`src/rtl/pipe_hazard_ctrl_if.sv`:
```
// Purpose : groups the hazard controller's pipeline-status inputs and control outputs.
// Latency : none, signal bundle only.
// Backpr. : none; the master modport drives pipeline status and the slave drives stall/flush controls.
interface pipe_hazard_ctrl_if #(
  parameter int DATA_LEN = 32,
  parameter int WAIT_W   = 8
);
  logic [DATA_LEN-1:0] ifid_inst_i;
  logic [DATA_LEN-1:0] idex_inst_i;
  logic                idex_memread_i;
  logic                branch_taken_i;
  logic                dmem_req_i;
  logic                dmem_ack_i;
  logic                pc_stall_o;
  logic                ifid_stall_o;
  logic                ifid_flush_o;
  logic                idex_stall_o;
  logic                idex_bubble_o;
  logic                exmem_stall_o;
  logic [1:0]          state_o;
  logic [WAIT_W-1:0]   wait_cnt_o;
  logic                timeout_o;
  logic [31:0]         stall_cycles_o;

  // Pipeline side: supplies instruction and memory status, consumes controls.
  modport master (
    output ifid_inst_i, idex_inst_i, idex_memread_i, branch_taken_i,
           dmem_req_i, dmem_ack_i,
    input  pc_stall_o, ifid_stall_o, ifid_flush_o, idex_stall_o,
           idex_bubble_o, exmem_stall_o, state_o, wait_cnt_o, timeout_o,
           stall_cycles_o
  );

  // Controller side.
  modport slave (
    input  ifid_inst_i, idex_inst_i, idex_memread_i, branch_taken_i,
           dmem_req_i, dmem_ack_i,
    output pc_stall_o, ifid_stall_o, ifid_flush_o, idex_stall_o,
           idex_bubble_o, exmem_stall_o, state_o, wait_cnt_o, timeout_o,
           stall_cycles_o
  );
endinterface

```
`src/rtl/pipe_hazard_ctrl.sv`:
```
// Purpose : 5-stage pipeline sequencer deciding hold / bubble / flush for PC, IF/ID, ID/EX, EX/MEM.
// Latency : controls are combinational from state + inputs; state, wait counter, perf counter update on clk_i.
// Backpr. : an outstanding data-memory access freezes the whole pipe until ack; after MAX_WAIT cycles it locks in ERR.
// Ports   : clk_i/rst_i (async active-low); bus (slave modport) carries ID/EX instructions,
//           load flag, branch-taken, dmem req/ack in, and stall/flush/bubble controls plus debug/perf out.
module pipe_hazard_ctrl #(
  parameter int DATA_LEN = 32,
  parameter int WAIT_W   = 8,
  parameter int MAX_WAIT = 200
) (
  input  logic              clk_i,
  input  logic              rst_i,
  pipe_hazard_ctrl_if.slave bus
);

  localparam logic [1:0] ST_RUN  = 2'd0;
  localparam logic [1:0] ST_WAIT = 2'd1;
  localparam logic [1:0] ST_ERR  = 2'd2;

  logic [1:0]        r_state;
  logic [WAIT_W-1:0] r_wait_cnt;
  logic              r_timeout;
  logic [31:0]       r_stall_cycles;

  logic [1:0]        w_next_state;
  logic [WAIT_W-1:0] w_next_cnt;
  logic              w_next_to;
  logic              w_eval_id;
  logic              w_pc_stall;
  logic              w_ifid_stall;
  logic              w_ifid_flush;
  logic              w_idex_stall;
  logic              w_idex_bubble;
  logic              w_exmem_stall;

  logic [4:0] w_ex_rd;
  logic [4:0] w_id_rs1;
  logic [4:0] w_id_rs2;
  logic       w_load_use;
  logic       w_mem_freeze;
  logic       w_unused_bits;

  assign w_ex_rd  = bus.idex_inst_i[11:7];
  assign w_id_rs1 = bus.ifid_inst_i[19:15];
  assign w_id_rs2 = bus.ifid_inst_i[24:20];
  // Only the register fields matter here; the rest of each word is decoded elsewhere.
  assign w_unused_bits = ^{bus.idex_inst_i[DATA_LEN-1:12], bus.idex_inst_i[6:0],
                           bus.ifid_inst_i[DATA_LEN-1:25], bus.ifid_inst_i[14:0]};

  // x0 is hardwired zero, so a load targeting it can never feed a consumer.
  assign w_load_use = bus.idex_memread_i && (w_ex_rd != 5'd0) &&
                      ((w_ex_rd == w_id_rs1) || (w_ex_rd == w_id_rs2));
  // req with ack in the same cycle is a zero-wait access, not a freeze.
  assign w_mem_freeze = bus.dmem_req_i && !bus.dmem_ack_i;

  always_comb begin
    w_next_state  = r_state;
    w_next_cnt    = r_wait_cnt;
    w_next_to     = r_timeout;
    w_eval_id     = 1'b0;
    w_pc_stall    = 1'b0;
    w_ifid_stall  = 1'b0;
    w_ifid_flush  = 1'b0;
    w_idex_stall  = 1'b0;
    w_idex_bubble = 1'b0;
    w_exmem_stall = 1'b0;

    case (r_state)
      ST_RUN: begin
        if (w_mem_freeze) begin
          {w_pc_stall, w_ifid_stall, w_idex_stall, w_exmem_stall} = 4'b1111;
          w_next_state = ST_WAIT;
          w_next_cnt   = WAIT_W'(1);
        end else begin
          w_eval_id = 1'b1;
        end
      end
      ST_WAIT: begin
        if (bus.dmem_ack_i) begin
          // Data arrives: the pipe advances this cycle and ID hazards apply normally.
          w_next_state = ST_RUN;
          w_next_cnt   = '0;
          w_eval_id    = 1'b1;
        end else begin
          {w_pc_stall, w_ifid_stall, w_idex_stall, w_exmem_stall} = 4'b1111;
          if (r_wait_cnt >= WAIT_W'(MAX_WAIT)) begin
            // Counter holds at MAX_WAIT so the debug value shows where it gave up.
            w_next_state = ST_ERR;
            w_next_to    = 1'b1;
          end else begin
            w_next_cnt = r_wait_cnt + 1'b1;
          end
        end
      end
      ST_ERR: begin
        {w_pc_stall, w_ifid_stall, w_idex_stall, w_exmem_stall} = 4'b1111;
      end
      default: begin
        w_next_state = ST_RUN;
      end
    endcase

    // Load-use wins over branch: the branch is dropped and re-resolved next cycle
    // once the loaded operand is available, so flush and bubble never coincide.
    if (w_eval_id) begin
      if (w_load_use) begin
        w_pc_stall    = 1'b1;
        w_ifid_stall  = 1'b1;
        w_idex_bubble = 1'b1;
      end else if (bus.branch_taken_i) begin
        w_ifid_flush = 1'b1;
      end
    end

    // Controls must be quiet for the whole time reset is held, not just after the edge.
    if (!rst_i) begin
      w_pc_stall    = 1'b0;
      w_ifid_stall  = 1'b0;
      w_ifid_flush  = 1'b0;
      w_idex_stall  = 1'b0;
      w_idex_bubble = 1'b0;
      w_exmem_stall = 1'b0;
    end
  end

  always_ff @(posedge clk_i or negedge rst_i) begin
    if (!rst_i) begin
      r_state        <= ST_RUN;
      r_wait_cnt     <= '0;
      r_timeout      <= 1'b0;
      r_stall_cycles <= '0;
    end else begin
      r_state        <= w_next_state;
      r_wait_cnt     <= w_next_cnt;
      r_timeout      <= w_next_to;
      r_stall_cycles <= r_stall_cycles + {31'd0, w_pc_stall};
    end
  end

  assign bus.pc_stall_o     = w_pc_stall;
  assign bus.ifid_stall_o   = w_ifid_stall;
  assign bus.ifid_flush_o   = w_ifid_flush;
  assign bus.idex_stall_o   = w_idex_stall;
  assign bus.idex_bubble_o  = w_idex_bubble;
  assign bus.exmem_stall_o  = w_exmem_stall;
  assign bus.state_o        = r_state;
  assign bus.wait_cnt_o     = r_wait_cnt;
  assign bus.timeout_o      = r_timeout;
  assign bus.stall_cycles_o = r_stall_cycles;

endmodule

```
`src/flat_wrapper.sv`:
```
// flat-port wrapper written by rule: the top's interface ports become plain ports
module pipe_hazard_ctrl_flat 
#(
  parameter int DATA_LEN = 32,
  parameter int WAIT_W   = 8,
  parameter int MAX_WAIT = 200
)
  (clk_i, rst_i, bus_ifid_inst_i, bus_idex_inst_i, bus_idex_memread_i, bus_branch_taken_i, bus_dmem_req_i, bus_dmem_ack_i, bus_pc_stall_o, bus_ifid_stall_o, bus_ifid_flush_o, bus_idex_stall_o, bus_idex_bubble_o, bus_exmem_stall_o, bus_state_o, bus_wait_cnt_o, bus_timeout_o, bus_stall_cycles_o);
  pipe_hazard_ctrl_if #(.DATA_LEN(DATA_LEN), .WAIT_W(WAIT_W)) bus_i ();
  input  logic clk_i;
  input  logic rst_i;
  input wire logic [$bits(bus_i.ifid_inst_i)-1:0] bus_ifid_inst_i;
  input wire logic [$bits(bus_i.idex_inst_i)-1:0] bus_idex_inst_i;
  input wire logic [$bits(bus_i.idex_memread_i)-1:0] bus_idex_memread_i;
  input wire logic [$bits(bus_i.branch_taken_i)-1:0] bus_branch_taken_i;
  input wire logic [$bits(bus_i.dmem_req_i)-1:0] bus_dmem_req_i;
  input wire logic [$bits(bus_i.dmem_ack_i)-1:0] bus_dmem_ack_i;
  output wire logic [$bits(bus_i.pc_stall_o)-1:0] bus_pc_stall_o;
  output wire logic [$bits(bus_i.ifid_stall_o)-1:0] bus_ifid_stall_o;
  output wire logic [$bits(bus_i.ifid_flush_o)-1:0] bus_ifid_flush_o;
  output wire logic [$bits(bus_i.idex_stall_o)-1:0] bus_idex_stall_o;
  output wire logic [$bits(bus_i.idex_bubble_o)-1:0] bus_idex_bubble_o;
  output wire logic [$bits(bus_i.exmem_stall_o)-1:0] bus_exmem_stall_o;
  output wire logic [$bits(bus_i.state_o)-1:0] bus_state_o;
  output wire logic [$bits(bus_i.wait_cnt_o)-1:0] bus_wait_cnt_o;
  output wire logic [$bits(bus_i.timeout_o)-1:0] bus_timeout_o;
  output wire logic [$bits(bus_i.stall_cycles_o)-1:0] bus_stall_cycles_o;
  assign bus_i.ifid_inst_i = bus_ifid_inst_i;
  assign bus_i.idex_inst_i = bus_idex_inst_i;
  assign bus_i.idex_memread_i = bus_idex_memread_i;
  assign bus_i.branch_taken_i = bus_branch_taken_i;
  assign bus_i.dmem_req_i = bus_dmem_req_i;
  assign bus_i.dmem_ack_i = bus_dmem_ack_i;
  assign bus_pc_stall_o = bus_i.pc_stall_o;
  assign bus_ifid_stall_o = bus_i.ifid_stall_o;
  assign bus_ifid_flush_o = bus_i.ifid_flush_o;
  assign bus_idex_stall_o = bus_i.idex_stall_o;
  assign bus_idex_bubble_o = bus_i.idex_bubble_o;
  assign bus_exmem_stall_o = bus_i.exmem_stall_o;
  assign bus_state_o = bus_i.state_o;
  assign bus_wait_cnt_o = bus_i.wait_cnt_o;
  assign bus_timeout_o = bus_i.timeout_o;
  assign bus_stall_cycles_o = bus_i.stall_cycles_o;
  pipe_hazard_ctrl #(.DATA_LEN(DATA_LEN), .WAIT_W(WAIT_W), .MAX_WAIT(MAX_WAIT)) u_core (.clk_i(clk_i), .rst_i(rst_i), .bus(bus_i));
endmodule
```
`config.mk`:
```
export PLATFORM = sky130hd
export DESIGN_NAME = pipe_hazard_ctrl_flat
export DESIGN_NICKNAME = d
export VERILOG_FILES = /design/src/rtl/pipe_hazard_ctrl_if.sv /design/src/rtl/pipe_hazard_ctrl.sv /design/src/flat_wrapper.sv
export SDC_FILE = /design/constraint.sdc
export NUM_CORES = 1
export LEC_CHECK = 0
export CAP_MARGIN = 20
export CELL_PAD_IN_SITES_DETAIL_PLACEMENT = 0
export CELL_PAD_IN_SITES_GLOBAL_PLACEMENT = 1
export CORE_MARGIN = 2
export CORE_UTILIZATION = 29
export DETAILED_ROUTE_END_ITERATION = 8
export PLACE_DENSITY_LB_ADDON = 0.1
export SYNTH_ARGS = -nofsm -noshare
export SYNTH_HDL_FRONTEND = slang
export SYNTH_SLANG_ARGS = --single-unit
export TNS_END_PERCENT = 100
```
`constraint.sdc`:
```
create_clock -name clk_i -period 2.9 [get_ports clk_i]
set_input_delay 0.58 -clock clk_i [delete_from_list [all_inputs] [get_ports clk_i]]
set_output_delay 0.58 -clock clk_i [all_outputs]
set_load 0.01 [all_outputs]
```
# --- After elaboration in Yosys (flattened, before gate mapping) ---
# Cells that the tools add are included.
word_totals:
  reg_bits: 43
  wordCells: 52
classes:
  addsub: 2
  order_cmp: 1
  eq_ne: 7
  mux: 25
  bitwise: 2
  n_reduce_logical: 11
op_table:
  columns: ["operator", "count"]
  rows:
  - ["32-bit by 1-bit adder with 32-bit output", 1]
  - ["8-bit two-way mux", 3]
  - ["8-bit one-hot mux with 2 select lines", 1]
  - ["1-bit two-way mux", 15]
  - ["5-bit equality test", 2]
  - ["3-bit AND reduction", 3]
  - ["8-bit by 1-bit adder with 8-bit output (second input constant)", 1]
  - ["8-bit greater-or-equal comparator (second input constant)", 1]
  - ["2-bit two-way mux", 3]
  - ["2-bit one-hot mux with 3 select lines", 1]
  - ["5-bit nonzero test", 1]
  - ["1-bit logical AND", 3]
  - ["3-bit by 2-bit != test with 1-bit output (second input constant)", 1]
  - ["3-bit != test (second input constant)", 1]
  - ["1-bit one-hot mux with 3 select lines", 1]
  - ["2-bit by 1-bit equality test with 1-bit output (second input constant)", 1]
  - ["2-bit equality test (second input constant)", 1]
  - ["2-bit zero test", 1]
  - ["2-bit by 1-bit != test with 1-bit output (second input constant)", 1]
  - ["1-bit inverter", 2]
  - ["1-bit one-hot mux with 2 select lines", 1]
  - ["2-bit nonzero test", 1]
  - ["1-bit zero test", 1]
  - ["1-bit logical OR", 1]

# --- Depth between registers and ports, before layout ---
depth:
  depth_word: 8
  ltp_mapped: 12
  depth_no_buf: 10

# --- Worst setup path before layout ---
# Ideal clock, no wire load.
synth_timing:
  kind: "in2reg"
  start: "input bus_idex_inst_i[7]"
  end: "register u_core.r_stall_cycles[12], in the netlist u_core.bus.stall_cycles_o[12]"
  setup_time_ns: 0.128
  arrival_ns: 2.740
  required_ns: 2.772
  slack_ns: 0.031
  path_stages: 10
  path_buffers: 1
  cell_sequence: "or4_1 -> o211ai_1 -> o21bai_1 -> ha_1 -> ha_1 -> and4_1 -> buf_2 -> and4_1 -> and3_1 -> xor2_1"
synth_between:
  elab_chain_cells: 7
synth_rtl:
  columns: ["item", "line", "text"]
  rows:
  - ["start: declaration", "flat_wrapper.sv:13", "input wire logic [$bits(bus_i.idex_inst_i)-1:0] bus_idex_inst_i;"]
  - ["5-bit equality test / 5-bit nonzero test (equally long branches)", "pipe_hazard_ctrl.sv:52, pipe_hazard_ctrl.sv:51", null]
  - ["1-bit logical OR / 1-bit logical AND (equally long branches)", "pipe_hazard_ctrl.sv:52, pipe_hazard_ctrl.sv:51", null]
  - ["1-bit logical AND *", "pipe_hazard_ctrl.sv:51", "assign w_load_use = bus.idex_memread_i && (w_ex_rd != 5'd0) &&"]
  - ["1-bit two-way mux * (3 in a row)", null, null]
  - ["via bus_ifid_stall_o", "flat_wrapper.sv:19", "output wire logic [$bits(bus_i.ifid_stall_o)-1:0] bus_ifid_stall_o;"]
  - ["32-bit by 1-bit adder with 32-bit output *", "pipe_hazard_ctrl.sv:136", "r_stall_cycles <= r_stall_cycles + {31'd0, w_pc_stall};"]
  - ["end signal: assignment", "pipe_hazard_ctrl.sv:136", null]
  - ["end: declaration", "pipe_hazard_ctrl.sv:23", "logic [31:0] r_stall_cycles;"]
# The timed path passes the listed nets; every way through them passes the cells marked *.
# A chain may end at the register's enable or synchronous reset.

# --- Final worst setup path ---
layout_timing:
  start: "input bus_idex_inst_i[7]"
  end: "output bus_idex_bubble_o"
layout_between:
  elab_chain_cells: 6
layout_rtl:
  columns: ["item", "line", "text"]
  rows:
  - ["5-bit equality test / 5-bit nonzero test (equally long branches)", "pipe_hazard_ctrl.sv:52, pipe_hazard_ctrl.sv:51", null]
  - ["1-bit logical OR / 1-bit logical AND (equally long branches)", "pipe_hazard_ctrl.sv:52, pipe_hazard_ctrl.sv:51", null]
  - ["1-bit logical AND *", "pipe_hazard_ctrl.sv:51", null]
  - ["1-bit two-way mux *", "pipe_hazard_ctrl.sv:106", "if (w_load_use) begin"]
  - ["1-bit two-way mux *", "pipe_hazard_ctrl.sv:105", "if (w_eval_id) begin"]
  - ["1-bit two-way mux *", "pipe_hazard_ctrl.sv:116", "if (!rst_i) begin"]
  - ["end: declaration", "flat_wrapper.sv:22", "output wire logic [$bits(bus_i.idex_bubble_o)-1:0] bus_idex_bubble_o;"]
# Every way passes the cells marked *; elsewhere a longest branch is shown, timed or not.

==> flow_summary.json <==
{
  "postSynth.asyncResetShare_pct": 100,
  "data_required_critical_path_ns": 2.32,
  "first_pass_grt_wire_length_um": 9170,
  "cellPowerDensity_nw_per_um2": 439,
  "synth-edff-count": 0,
  "timing.critical_path.cells": "clkdlybuf4s50_1 -> or4_4 -> o211ai_1 -> buf_4 -> nor2_1 -> dlygate4sd2_1",
  "grt.busiest_layer": "met2",
  "vertical_die_dimension_um": 92.2,
  "detail_route.wl_per_cell_um": 13.7,
  "finalCriticalPeriod_ns": 2.82,
  "final_cell_area_um2": 3310,
  "ant_nets": 0,
  "worst_ep_arrival_time_ns": 2.24,
  "worstSetupPathType": "primary input to output pin",
  "dieArea_um2": 8490,
  "viasPerCell": 4.73,
  "ys_seq_elements": 43,
  "count_of_endpoints_failing_setup_in_the_final_report": 0,
  "gr-usage-met3_pct": 3.94,
  "max-clock-path-buffers": 2,
  "hold_path_class": "primary input to async pin",
  "synth_top_area_cell": "sky130_fd_sc_hd__dfrtp_1",
  "max-cap-violations": 0,
  "area_growth_syn_to_layout_pct": 47.0,
  "timing.critical_path.buf_inv": 3,
  "power.leakage_nw": 1.46,
  "post_route_cells_drive_above_1_share_pct": 13.3,
  "worst-slew-pin-transition_ns": 0.566,
  "path_max_fanout": 2,
  "core_area_um2": 7610,
  "pin_count_of_the_biggest_net_entering_global_routing": 44,
  "finClkSkew_ns": 0.0135,
  "io_pins": 119,
  "synthesis.nets": 286,
  "rows": 32,
  "peakVddDrop_v": 0.000217,
  "area_used_by_multi_input_combinational_logic_um2": 1170,
  "final-max-slew-violation-count": 0,
  "overall_die_width_um": 92.2,
  "slew-limit-headroom_pct": 61.8,
  "synth_area_um2": 2250,
  "yosysWarningCount": 0,
  "run_status": "finished, final reports clean",
  "start_kind": "primary input",
  "finalNetCount": 376,
  "ys_top_cells_by_area": "sky130_fd_sc_hd__dfrtp_1 48%, sky130_fd_sc_hd__xnor2_1 8.9%, sky130_fd_sc_hd__xor2_1 6.6%, sky130_fd_sc_hd__nand4_1 3.3%, sky130_fd_sc_hd__and3_1 3.1%",
  "finalHoldViolCount": 0,
  "clock.fmax_mhz": 355,
  "placedInstanceArea_um2": 3170,
  "antenna-diode-count": 0,
  "deepest_level_of_the_cts_h_tree": 2,
  "endpoint_kind": "output pin",
  "synth-main-ff-cell": "sky130_fd_sc_hd__dfrtp_1",
  "cts-buffers-inserted": 5,
  "syn_avg_cell_area_um2": 10.7,
  "register_area_um2": 1080,
  "clock_latency_ns": 0.29,
  "grt_antenna_before_repair": 0,
  "postLayoutCoreUtil_pct": 43.5,
  "met2_usage_pct": 22.2,
  "worst_setup_hold_path_clk_slew_ns": 0.09,
  "totalWireLength_um": 5510,
  "numPortBuffers": 69,
  "grtUsageTotal_pct": 13.5,
  "drcViolationCount": 0,
  "start_util_pct": 29.6,
  "final.fill_count": 745,
  "synthDistinctLibCells": 42,
  "grt_pass1_vias": 1923,
  "critical_path.slowest_cell": "sky130_fd_sc_hd__or4_4",
  "cts_tree": "yes",
  "grt_use_met1_pct": 17.2,
  "layout_worst_path_cycle_share_pct": 97.2,
  "drt_pass1_iterations": 4,
  "synthDominantCellAreaShare_pct": 47.8,
  "slowest_delay_ns": 0.54,
  "post_synth_inst_count": 211,
  "global_route.overflow_total": 0,
  "gp_congestion": 0.739,
  "clk_root_buffer_cell": "sky130_fd_sc_hd__clkbuf_8",
  "detailroute.via_count": 1906,
  "rsz_0062_raised_after_global_routing": "no",
  "critical_path.top_delay_family": "buffers and inverters",
  "place_hpwl_um": 4070,
  "synth_seq_area_share_pct": 47.8,
  "clkSinkCount": 43,
  "first_iter_violations": 68
}
[metrics by stage]
| step | TNS (ns) | instances | setup WS (ns) | hold slack, ns | power (mW) |
|---|---|---|---|---|---|
| 2_1_floorplan | 0 | 211 | 0.0315 | 0.284 | 0.820 |
| 3_3_place_gp | -3.90 | 394 | -0.300 | 0.453 | 1.01 |
| 3_5_place_dp | -3.52 | 394 | -0.293 | 0.458 | 1.01 |
| 4_1_cts | 0 | 402 | 0.0205 | 0.427 | 1.47 |
| 5_1_grt | 0 | 403 | 0.0105 | 0.459 | 1.53 |
| 6_report | 0 | 403 | 0.0816 | 0.413 | 1.45 |
[cell usage in the layout, fill, tap and decap left out, types with 11 or more instances in the layout]
cell type,synthesis,layout
sky130_fd_sc_hd__and3_1,11,11
sky130_fd_sc_hd__dfrtp_1,43,43
sky130_fd_sc_hd__nand4_1,12,12
sky130_fd_sc_hd__nand3_1,13,13
sky130_fd_sc_hd__clkdlybuf4s50_1,0,62
sky130_fd_sc_hd__xor2_1,17,17
sky130_fd_sc_hd__nand2_1,11,11
sky130_fd_sc_hd__xnor2_1,23,23
sky130_fd_sc_hd__buf_4,2,20
sky130_fd_sc_hd__nor2_1,12,12
[metal layers]
layer	share of wire (%)	vias to the layer above
met5	0	-
met4	1.1	0
met3	5.5	7
met2	46	55
met1	47	906
li1	-	938
[layout make-up]
class / count / area share, %
repair buffers: 89 / 24.8
flip-flops and latches: 43 / 32.5
well taps: 102 / 3.85
inverters: 5 / 0.567
clock buffers: 6 / 2.19
multi-input cells: 157 / 35.2
clock inverters: 1 / 0.907
[timing repair]
action	CTS	global route
endpoints found under the setup margin	4	5
pin swaps	3	3
setup buffers	1	1
hold buffers	0	0
resized for setup	12	5
[registers in the layout, indices dropped and copies added, names as in the netlist]
register,count
u_core.bus.wait_cnt_o,8
u_core.bus.state_o,2
u_core.bus.stall_cycles_o,32
u_core.bus.timeout_o,1
[cell usage after synthesis, drive strengths merged (3+ instances only)]
master / count
and4: 4
and3: 11
nor4: 3
nor3: 3
xor2: 17
inv: 5
o21ai: 4
nand4: 12
nand3: 15
buf: 5
dfrtp: 43
a21oi: 7
or4: 3
and2: 3
xnor2: 23
nor2: 12
nand2: 11
ha: 5
[final timing paths]
path / endpoint / depth (start not counted) / startpoint / slack (ns)
max: bus_idex_bubble_o / 6 / bus_idex_inst_i[7] / 0.08
max reg2reg: u_core.bus.stall_cycles_o[16]$_DFF_PN0_ / 11 / u_core.bus.state_o[1]$_DFFE_PN0P_ / 0.62
min reg2reg: u_core.bus.stall_cycles_o[31]$_DFF_PN0_ / 1 / u_core.bus.stall_cycles_o[31]$_DFF_PN0_ / 0.48
max in group asynchronous: u_core.bus.stall_cycles_o[16]$_DFF_PN0_ / 2 / rst_i / 2.09
min: u_core.bus.wait_cnt_o[0]$_DFFE_PN0P_ / 2 / rst_i / 0.41
min in group clk_i: u_core.bus.stall_cycles_o[31]$_DFF_PN0_ / 1 / u_core.bus.stall_cycles_o[31]$_DFF_PN0_ / 0.48
[report_power, final]
| group | switching [mW] | total, mW | internal, mW |
|---|---|---|---|
| Combinational | 0.118 | 0.284 | 0.165 |
| Sequential | 0.0712 | 0.715 | 0.644 |
| Clock | 0.201 | 0.454 | 0.253 |
[cell families after synthesis]
kind of cell / synth area share (%)
AO/OA/AOI/OAI: 8.38
XOR/XNOR: 15.5
buffers and inverters: 2.33
adder cells (fa/ha/maj): 2.78
flip-flops: 47.8
AND/OR/NAND/NOR: 23.2
Note: power is estimated with default switching activity, not from simulation.
